==> config.mk <==
export PLATFORM = sky130hd
export DESIGN_NAME = led_pattern_engine
export DESIGN_NICKNAME = d
export VERILOG_FILES = /design/src/rtl/led_pkg.sv /design/src/rtl/led_channel.sv /design/src/rtl/led_pattern_engine.sv
export SDC_FILE = /design/constraint.sdc
export NUM_CORES = 1
export LEC_CHECK = 0
export CAP_MARGIN = 20
export CORE_MARGIN = 5
export CORE_UTILIZATION = 50
export DETAILED_ROUTE_END_ITERATION = 12
export MAX_ROUTING_LAYER = met4
export PLACE_DENSITY_LB_ADDON = 0.2
export SYNTH_ARGS = -nofsm -noshare
export SYNTH_HDL_FRONTEND = slang
export SYNTH_SLANG_ARGS = --single-unit
export TNS_END_PERCENT = 5
==> constraint.sdc <==
create_clock -name i_sys_clk -period 3.8 [get_ports i_sys_clk]
set_input_delay 1.14 -clock i_sys_clk [delete_from_list [all_inputs] [get_ports i_sys_clk]]
set_output_delay 1.14 -clock i_sys_clk [all_outputs]
set_load 0.05 [all_outputs]
==> src/rtl/led_pkg.sv <==
`default_nettype none
// +----------------------------------------------------------------------------+
// | Package  : led_pkg                                                         |
// | Purpose  : Shared LED channel mode encoding and mode field width.          |
// | Revision : 1.0                                                             |
// +----------------------------------------------------------------------------+
package led_pkg;

  localparam int MODE_W = 2;

  typedef enum logic [MODE_W-1:0] {
    OFF     = 2'd0,
    ON      = 2'd1,
    BLINK   = 2'd2,
    BREATHE = 2'd3
  } led_mode_t;

endpackage
`default_nettype wire

==> src/rtl/led_channel.sv <==
`default_nettype none
// +----------------------------------------------------------------------------+
// | Module   : led_channel                                                     |
// | Purpose  : One LED channel: mode/half-period registers, tick counter,      |
// |            blink phase and (with LED_PATTERN_BREATHE_EN) breathing duty.   |
// | Revision : 1.0                                                             |
// +----------------------------------------------------------------------------+
module led_channel
  import led_pkg::*;
#(
  parameter int PERIOD_W        = 16,
`ifdef LED_PATTERN_BREATHE_EN
  parameter int PWM_W           = 8,
`endif
  parameter int DEF_HALF_PERIOD = 500
) (
  input  logic                i_sys_clk,
  input  logic                i_rst_n,
  input  logic                i_tick,
  input  logic                i_wr,
  input  logic [MODE_W-1:0]   i_mode,
  input  logic [PERIOD_W-1:0] i_half_period,
`ifdef LED_PATTERN_BREATHE_EN
  input  logic [PWM_W-1:0]    i_carrier,
`endif
  output logic                o_led
);

  localparam logic [PERIOD_W-1:0] c_one = PERIOD_W'(1);

  led_mode_t           r_mode;
  logic [PERIOD_W-1:0] r_half_period;
  logic [PERIOD_W-1:0] r_cnt;
  logic                r_led;
  logic [PERIOD_W-1:0] w_half_eff;
  logic                w_wrap;
  logic                w_lit_on_write;

  // A programmed half-period of zero behaves as one tick.
  assign w_half_eff = (r_half_period == '0) ? c_one : r_half_period;
  assign w_wrap     = i_tick && (r_cnt == (w_half_eff - c_one));

  always_comb begin
    w_lit_on_write = 1'b0;
    case (led_mode_t'(i_mode))
      ON, BLINK: w_lit_on_write = 1'b1;
`ifndef LED_PATTERN_BREATHE_EN
      BREATHE:   w_lit_on_write = 1'b1;
`endif
      default:   w_lit_on_write = 1'b0;
    endcase
  end

`ifdef LED_PATTERN_BREATHE_EN
  localparam logic [PWM_W-1:0] c_duty_max = '1;
  localparam logic [PWM_W-1:0] c_duty_one = PWM_W'(1);

  logic [PWM_W-1:0] r_duty;
  logic             r_up;

  // Triangle ramp: one step per half-period, turning around at both ends.
  always_ff @(posedge i_sys_clk or negedge i_rst_n) begin
    if (!i_rst_n) begin
      r_duty <= '0;
      r_up   <= 1'b1;
    end else if (i_wr) begin
      r_duty <= '0;
      r_up   <= 1'b1;
    end else if (w_wrap && (r_mode == BREATHE)) begin
      if (r_up) begin
        r_duty <= r_duty + c_duty_one;
        if (r_duty == (c_duty_max - c_duty_one)) r_up <= 1'b0;
      end else begin
        r_duty <= r_duty - c_duty_one;
        if (r_duty == c_duty_one) r_up <= 1'b1;
      end
    end
  end
`endif

  always_ff @(posedge i_sys_clk or negedge i_rst_n) begin
    if (!i_rst_n) begin
      r_mode        <= BLINK;
      r_half_period <= PERIOD_W'(DEF_HALF_PERIOD);
      r_cnt         <= '0;
      r_led         <= 1'b0;
    end else if (i_wr) begin
      r_mode        <= led_mode_t'(i_mode);
      r_half_period <= i_half_period;
      r_cnt         <= '0;
      r_led         <= w_lit_on_write;
    end else begin
      if (i_tick) r_cnt <= w_wrap ? '0 : (r_cnt + c_one);
      case (r_mode)
        OFF:     r_led <= 1'b0;
        ON:      r_led <= 1'b1;
        BLINK:   if (w_wrap) r_led <= ~r_led;
`ifdef LED_PATTERN_BREATHE_EN
        BREATHE: r_led <= (i_carrier < r_duty);
`else
        BREATHE: r_led <= 1'b1;
`endif
        default: r_led <= 1'b0;
      endcase
    end
  end

  assign o_led = r_led;

endmodule
`default_nettype wire

==> src/rtl/led_pattern_engine.sv <==
`default_nettype none
// +----------------------------------------------------------------------------+
// | Module   : led_pattern_engine                                              |
// | Purpose  : Multi-channel LED pattern generator (off/on/blink/breathe) with |
// |            shared tick prescaler and PWM carrier. Breathing is built only  |
// |            when LED_PATTERN_BREATHE_EN is defined; otherwise mode 3 = ON.  |
// | Revision : 1.0                                                             |
// +----------------------------------------------------------------------------+
module led_pattern_engine
  import led_pkg::*;
#(
  parameter int NUM_LEDS        = 4,
  parameter int CLK_HZ          = 27_000_000,
  parameter int TICK_HZ         = 1000,
  parameter int PERIOD_W        = 16,
  parameter int PWM_W           = 8,
  parameter int DEF_HALF_PERIOD = 500,
  parameter int CH_W            = (NUM_LEDS > 1) ? $clog2(NUM_LEDS) : 1
) (
  input  logic                i_sys_clk,
  input  logic                i_rst_n,
  input  logic                i_cfg_wr,
  input  logic [CH_W-1:0]     i_cfg_ch,
  input  logic [MODE_W-1:0]   i_cfg_mode,
  input  logic [PERIOD_W-1:0] i_cfg_half_period,
  output logic                o_cfg_ack,
  output logic                o_tick,
  output logic [NUM_LEDS-1:0] o_led
);

  localparam int                    c_div      = CLK_HZ / TICK_HZ;
  localparam int                    c_presc_w  = (c_div > 1) ? $clog2(c_div) : 1;
  localparam logic [c_presc_w-1:0]  c_term     = c_presc_w'(c_div - 1);
  localparam logic [c_presc_w-1:0]  c_presc_1  = c_presc_w'(1);
  localparam logic [CH_W:0]         c_num_leds = (CH_W + 1)'(NUM_LEDS);

  if (NUM_LEDS < 1 || NUM_LEDS > 16 || PWM_W < 1 || PERIOD_W < 1 ||
      (CLK_HZ % TICK_HZ) != 0 || c_div < 2) begin : g_param_check
    $error("led_pattern_engine: illegal parameter combination");
  end

  logic [c_presc_w-1:0] r_presc;
  logic                 r_tick;
  logic                 r_ack;
  logic                 w_wr_ok;
  logic [NUM_LEDS-1:0]  w_led;

  // Writes to channel indices beyond NUM_LEDS are dropped silently.
  assign w_wr_ok = i_cfg_wr && ({1'b0, i_cfg_ch} < c_num_leds);

  always_ff @(posedge i_sys_clk or negedge i_rst_n) begin
    if (!i_rst_n) begin
      r_presc <= '0;
      r_tick  <= 1'b0;
      r_ack   <= 1'b0;
    end else begin
      r_presc <= (r_presc == c_term) ? '0 : (r_presc + c_presc_1);
      r_tick  <= (r_presc == c_term);
      r_ack   <= w_wr_ok;
    end
  end

`ifdef LED_PATTERN_BREATHE_EN
  logic [PWM_W-1:0] r_carrier;

  always_ff @(posedge i_sys_clk or negedge i_rst_n) begin
    if (!i_rst_n) r_carrier <= '0;
    else          r_carrier <= r_carrier + PWM_W'(1);
  end
`endif

  for (genvar i = 0; i < NUM_LEDS; i++) begin : g_ch
    led_channel #(
      .PERIOD_W        (PERIOD_W),
`ifdef LED_PATTERN_BREATHE_EN
      .PWM_W           (PWM_W),
`endif
      .DEF_HALF_PERIOD (DEF_HALF_PERIOD)
    ) u_channel (
      .i_sys_clk     (i_sys_clk),
      .i_rst_n       (i_rst_n),
      .i_tick        (r_tick),
      .i_wr          (w_wr_ok && (i_cfg_ch == CH_W'(i))),
      .i_mode        (i_cfg_mode),
      .i_half_period (i_cfg_half_period),
`ifdef LED_PATTERN_BREATHE_EN
      .i_carrier     (r_carrier),
`endif
      .o_led         (w_led[i])
    );
  end

  assign o_cfg_ack = r_ack;
  assign o_tick    = r_tick;
  assign o_led     = w_led;

endmodule
`default_nettype wire

Word level (Yosys, flattened, before mapping)
Cells that the tools add are included.

Register bits: 157. Input bits: 23. Output and inout port bits: 6. Word-level logic and storage cells: 115.

Add/sub/neg operators: 9. Equality and inequality tests: 27. Mux-type cells: 30. Bitwise operators: 4. Reductions and logical operators: 26.

Operators with widths (number): $mux 16 (16); $add 16x1->16 const B (4); $eq 16x16->1 (4); $logic_not 16->1 (4); $sub 16x1->16 const B (4); $eq 2x2->1 const B (12); $add 15x1->15 const B (1); $eq 15x15->1 const B (1); $mux 15 (1); $eq 2x1->1 const B (6); $ne 3x1->1 const B (4); $pmux 1 s3 (4); $logic_not 2->1 (5); $mux 1 (9); $logic_and 1x1->1 (8); $reduce_bool 2->1 (4); $reduce_or 2->1 (4); $not 1->1 (4); $reduce_or 3->1 (1).

Logic depth before layout (Yosys ltp)
Word-level depth: 8. Mapped depth: 15. Mapped depth without buffers: 12.

Cells and area by module
A second synthesis with hierarchy kept.

Cells, all modules: 1037. Area, all modules: 9959.6 sq um.

Modules (own cells, without submodules): led_channel (g_ch[1].u_channel ...) (times used 3, cells each 248, area an instance 2333.5 sq um, sequential area each 884.6 sq um); led_channel (g_ch[0].u_channel) (times used 1, cells each 220, area an instance 2179.6 sq um, sequential area each 884.6 sq um); led_pattern_engine (times used 1, cells each 73, area an instance 779.5 sq um, sequential area each 425.4 sq um).

Worst setup path after synthesis
OpenSTA, ideal clock, no wires.

Kind: register to register. Start: reg g_ch[2].u_channel.r_half_period[4]. End: reg g_ch[2].u_channel.r_led. Setup time: 0.125 ns. Data arrival time: 3.539 ns. Slack: 0.136 ns. Stages on the path, launching flop included: 15. Period minus slack after synthesis: 3.664 ns. Cell sequence: dfstp_2 buf_6 or4_1 buf_2 or3_1 nor2_1 a21oi_1 ha_1 xor2_1 o2111ai_1 a31o_1 a2111oi_2 o2111ai_2 o31ai_2 mux2_2.

Cells in the longest elaborated chain, start to end: 6.

Ends and longest elaborated chain: from (decl) (line led_channel.sv:32) `logic [PERIOD_W-1:0] r_half_period;`; from (signal assigned) (line led_channel.sv:84) `r_half_period <= PERIOD_W'(DEF_HALF_PERIOD);`; from (signal assigned) (line led_channel.sv:89) `r_half_period <= i_half_period;`; $logic_not 16->1 (line led_channel.sv:40) `assign w_half_eff = (r_half_period == '0) ? c_one : r_half_period;`; $mux 16 (*) (line led_channel.sv:40); $sub 16x1->16 (*) (line led_channel.sv:41) `assign w_wrap = i_tick && (r_cnt == (w_half_eff - c_one));`; $eq 16x16->1 (*) (line led_channel.sv:41); $logic_and 1x1->1 (*) (line led_channel.sv:41); $ne 3x1->1 (no source line) (*); to (signal assigned) (line led_channel.sv:91) `r_led <= w_lit_on_write;`; to (signal assigned) (line led_channel.sv:97) `BLINK: if (w_wrap) r_led <= ~r_led;`; to (decl) (line led_channel.sv:34) `logic r_led;`.

Every way passes the cells marked *; elsewhere a longest branch is shown, timed or not. A chain may end at the register's enable or synchronous reset.

Final worst setup path
Start: reg g_ch[2].u_channel.r_half_period[8]. End: reg g_ch[2].u_channel.r_cnt[7].

Cells in the longest elaborated chain, start to end: 8.

Ends and longest elaborated chain: $logic_not 16->1 (line led_channel.sv:40); $mux 16 (*) (line led_channel.sv:40); $sub 16x1->16 (*) (line led_channel.sv:41); $eq 16x16->1 (*) (line led_channel.sv:41); $logic_and 1x1->1 (*) (line led_channel.sv:41); $mux 16 (*) (2 in series) (line led_channel.sv:93) `if (i_tick) r_cnt <= w_wrap ? '0 : (r_cnt + c_one);`; $mux 16 (*) (line led_channel.sv:87) `end else if (i_wr) begin`; to (signal assigned) (line led_channel.sv:93); to (decl) (line led_channel.sv:33) `logic [PERIOD_W-1:0] r_cnt;`.

Every way passes the cells marked *; elsewhere a longest branch is shown, timed or not. The select of a mux whose other input is x is not followed.

==> run_results.csv <==
group,metric,value,unit
run_status,status,"finished clean",
route,first_pass_iters,7,
sta,slew-limit-headroom,36.23,%
route,ant_nets,0,
cts,cts_buffer_depth,2,
setup_path,worst-setup-path-type,"reg -> reg",
cts,root_buffer,"clkbuf_16",
sta,tns,0,ns
layout,postLayoutCellArea,10700,um^2
sta,fmax,269.3,MHz
route,vias,7682,
synth,ys_ff_latch,157,
pwr,p_leak,4.432,nW
synth,synth_ff_type,"dfrtp_1",
sta,finClkSkew,0.009066,ns
die,initial_core_util,50.65,%
die,die_h,147.4,um
layout,fin_nets,1100,
cts,htreeDepth,4,
placement,dp_cells,1282,
die,core,18640,um^2
synth,synth.yosys.seq_area_share,41.98,%
global_routing,grt_pass1_wl,37.55,mm
worst_hold_path,min_delay_path_depth,1,
synth,synth.cell_area,9443,um^2
die,num_rows,50,
sta,setup_viol,0,
layout,diodes,0,
global_routing,antenna_found_initial,0,
synth,ys_warn_count,0,
setup_path,crit_path_max_fanout,13,
sta,fin_crit_sh,97.72,%
layout,stdcell_count,1315,
placement,numPortBuffers,28,
cts,clk_pin_slew_worst_paths,0.07,ns
sta,hold_violations,0,
route,post-route-drc-count,0,
layout,final_util,57.37,%
route,dr.first_iter.drc_count,462,
route,avgViaCountPerCell,5.842,
cts,cts_buffers,17,
placement,dpl-instance-area,10070,um^2
global_routing,grt_max_degree,67,
synth,avgSynthCellArea,9.115,um^2
cts,clkSinkCount,157,
synth,synth-edff-count,0,
cts,clock_latency,0.43,ns
setup_path,start_kind,"flop",
sta,worst_slew_pin_slew,0.9433,ns
synth,synthesis.nets,1068,
die,io-pin-count,29,
synth,netlist_instances,1036,
setup_path,worstRegToRegCells,14,
synth,synth.distinct_cells,78,
layout,drive_gt1_share,15.26,%
pwr,finalPower,4.727,mW
sta,fin_crit,3.714,ns
die,floorplan.die_area,21730,um^2
route,drt-total-wl,22.47,mm
global_routing,grt_pass1_vias,7323,
placement,dp.final_hpwl,15.97,mm
layout,area_delta_synth_final,13.26,%
synth,synthArstFlopShare,100.0,%
die,die_x,147.4,um
pwr,p_per_area,442.0,nW/um^2
sta,rsz0062_at_grt,"true",
worst_hold_path,hold_path_class,"reg -> reg",
setup_path,end_kind,"flop",
global_routing,grt.total_usage,21.85,%
route,wl_per_cell,17.08,um
setup_path,required,4.09,ns
global_routing,grt_overflow,0,
sta,final_max_slew_viol_count,0,
job,drv_cap,0,
placement,gp_congestion,0.8686,
pwr,ir_drop,355.4,uV
setup_path,arrival,4.00,ns
cts,tritoncts,"built",
placed cells by master, fill, tap and decap left out, types with 7 or more instances in the layout:
| cell type | n |
|---|---|
| nor2b_1 | 12 |
| nor2_1 | 98 |
| dfrtp_1 | 128 |
| and3_1 | 16 |
| nand2_1 | 152 |
| xor2_1 | 65 |
| mux2_2 | 35 |
| nor3_1 | 41 |
| or3_1 | 11 |
| o31ai_1 | 7 |
| ha_1 | 9 |
| clkbuf_16 | 17 |
| nor3b_1 | 9 |
| nand3b_1 | 9 |
| or2_2 | 7 |
| clkdlybuf4s50_1 | 27 |
| or4_1 | 16 |
| a21oi_1 | 17 |
| inv_1 | 18 |
| nor4_1 | 15 |
| o21ai_0 | 30 |
| dfstp_2 | 28 |
| xnor2_1 | 60 |
| nand2b_1 | 8 |
| nand4_1 | 36 |
| nand3_1 | 34 |
| buf_4 | 35 |
flip-flops by register name (all words and copies together), names as in the netlist:
signal and flops:
g_ch.u_channel.r_cnt 64, g_ch.u_channel.r_half_period 64, r_presc 15, g_ch.u_channel.r_mode 8, g_ch.u_channel.o_led 4, o_cfg_ack 1
o_tick 1
through the flow:
stage | hold WS (ns) | setup slack [ns]
after floorplan | 0.4329 | 0.1361
after global placement | 0.4508 | 0.08434
after detailed placement | 0.4625 | -0.06281
after CTS | 0.4720 | 0.006923
after global routing | 0.5101 | -0.06073
final | 0.4663 | 0.08647
where the power goes:
part | switching, mW | leakage (nW) | internal [mW]
Clock | 0.746 | 0.277 | 0.921
Combinational | 0.548 | 2.17 | 0.439
Sequential | 0.212 | 1.99 | 1.86
Yosys cell counts (3+ instances only):
library cell	n	area share, %
a211o_1	5	0.46
a211oi_1	4	0.32
a21oi_1	17	0.90
a22oi_1	5	0.40
a31oi_1	5	0.33
a41oi_1	4	0.37
and2_1	6	0.40
and3_1	16	1.1
and4_1	4	0.37
buf_2	3	0.16
buf_4	5	0.40
clkbuf_1	41	1.6
dfrtp_1	129	34
dfstp_2	28	7.8
ha_1	9	1.2
inv_1	18	0.72
mux2_2	35	4.2
mux2i_1	6	0.64
nand2_1	152	6.0
nand2b_1	8	0.53
nand3_1	34	1.8
nand3b_1	9	0.72
nand4_1	36	2.4
nor2_1	100	4.0
nor2b_1	12	0.79
nor3_1	42	2.2
nor3_2	3	0.32
nor3b_1	11	0.87
nor4_1	15	0.99
nor4b_1	6	0.56
o2111ai_1	5	0.46
o211ai_1	5	0.40
o21ai_0	31	1.6
o22ai_1	4	0.26
o31ai_1	7	0.56
o32ai_1	3	0.28
or2_2	7	0.46
or3_1	11	0.73
or3b_2	5	0.46
or4_1	17	1.4
xnor2_1	60	5.6
xor2_1	65	6.0
worst max-delay path: stages (launching register included):
cell and delay [ns]:
dfstp_2 0.37, or4_4 0.57, or4_4 0.44, nor2_2 0.14
a21oi_1 0.08, ha_1 0.23, or3b_4 0.27, nor4b_1 0.06
xnor2_1 0.18, a2111oi_4 0.38, o2111ai_2 0.23, buf_4 0.20
nor3_2 0.16, buf_6 0.19, nor3_1 0.07
worst paths after layout:
path	startpoint	to	slack (ns)
worst max-delay path	g_ch[2].u_channel.r_half_period[8]	g_ch[2].u_channel.r_cnt[7]	0.09
worst min-delay path	r_presc[0]	r_presc[0]	0.47
worst max register to register	g_ch[2].u_channel.r_half_period[8]	g_ch[2].u_channel.r_cnt[7]	0.09
worst min register to register	r_presc[0]	r_presc[0]	0.47
max in group asynchronous	i_rst_n	g_ch[0].u_channel.r_half_period[7]	2.29
min in group asynchronous	i_rst_n	g_ch[0].u_channel.r_cnt[2]	0.72
repair_timing:
action,CTS,global route
resized for setup,4,7
pin swaps,4,4
setup buffers,1,0
endpoints found under the setup margin,1,45
hold buffers,0,0
gates cloned,0,0
area by class of cell:
type | count | area (um^2)
tap | 234 | 292.8
clock buffer | 19 | 432.9
fill | 1708 | 7948
multi-input combinational | 809 | 5230
timing repair buffer | 65 | 575.6
clock inverter | 13 | 131.4
inverter | 18 | 67.56
sequential | 157 | 3965
per-layer routing:
| metal | vias up | GRT usage [%] | wire length, um |
|---|---|---|---|
| li1 | 3743 | - | - |
| met1 | 3740 | 30.92 | 11110 |
| met2 | 173 | 32.86 | 10020 |
| met3 | 26 | 3.372 | 961 |
| met4 | 0 | 6.244 | 377 |
| met5 | - | - | 0 |
cells by family after synthesis:
| logic type | after synthesis | share of synthesized area (%) |
|---|---|---|
| buffers and inverters | 70 | 3.180 |
| XOR/XNOR | 126 | 11.83 |
| AO/OA/AOI/OAI | 126 | 9.527 |
| multiplexers | 41 | 4.810 |
| AND/OR/NAND/NOR | 507 | 27.48 |
| flip-flops | 157 | 41.98 |
| adder cells (fa/ha/maj) | 9 | 1.193 |
No activity file was read; power rests on OpenSTA's default activity.
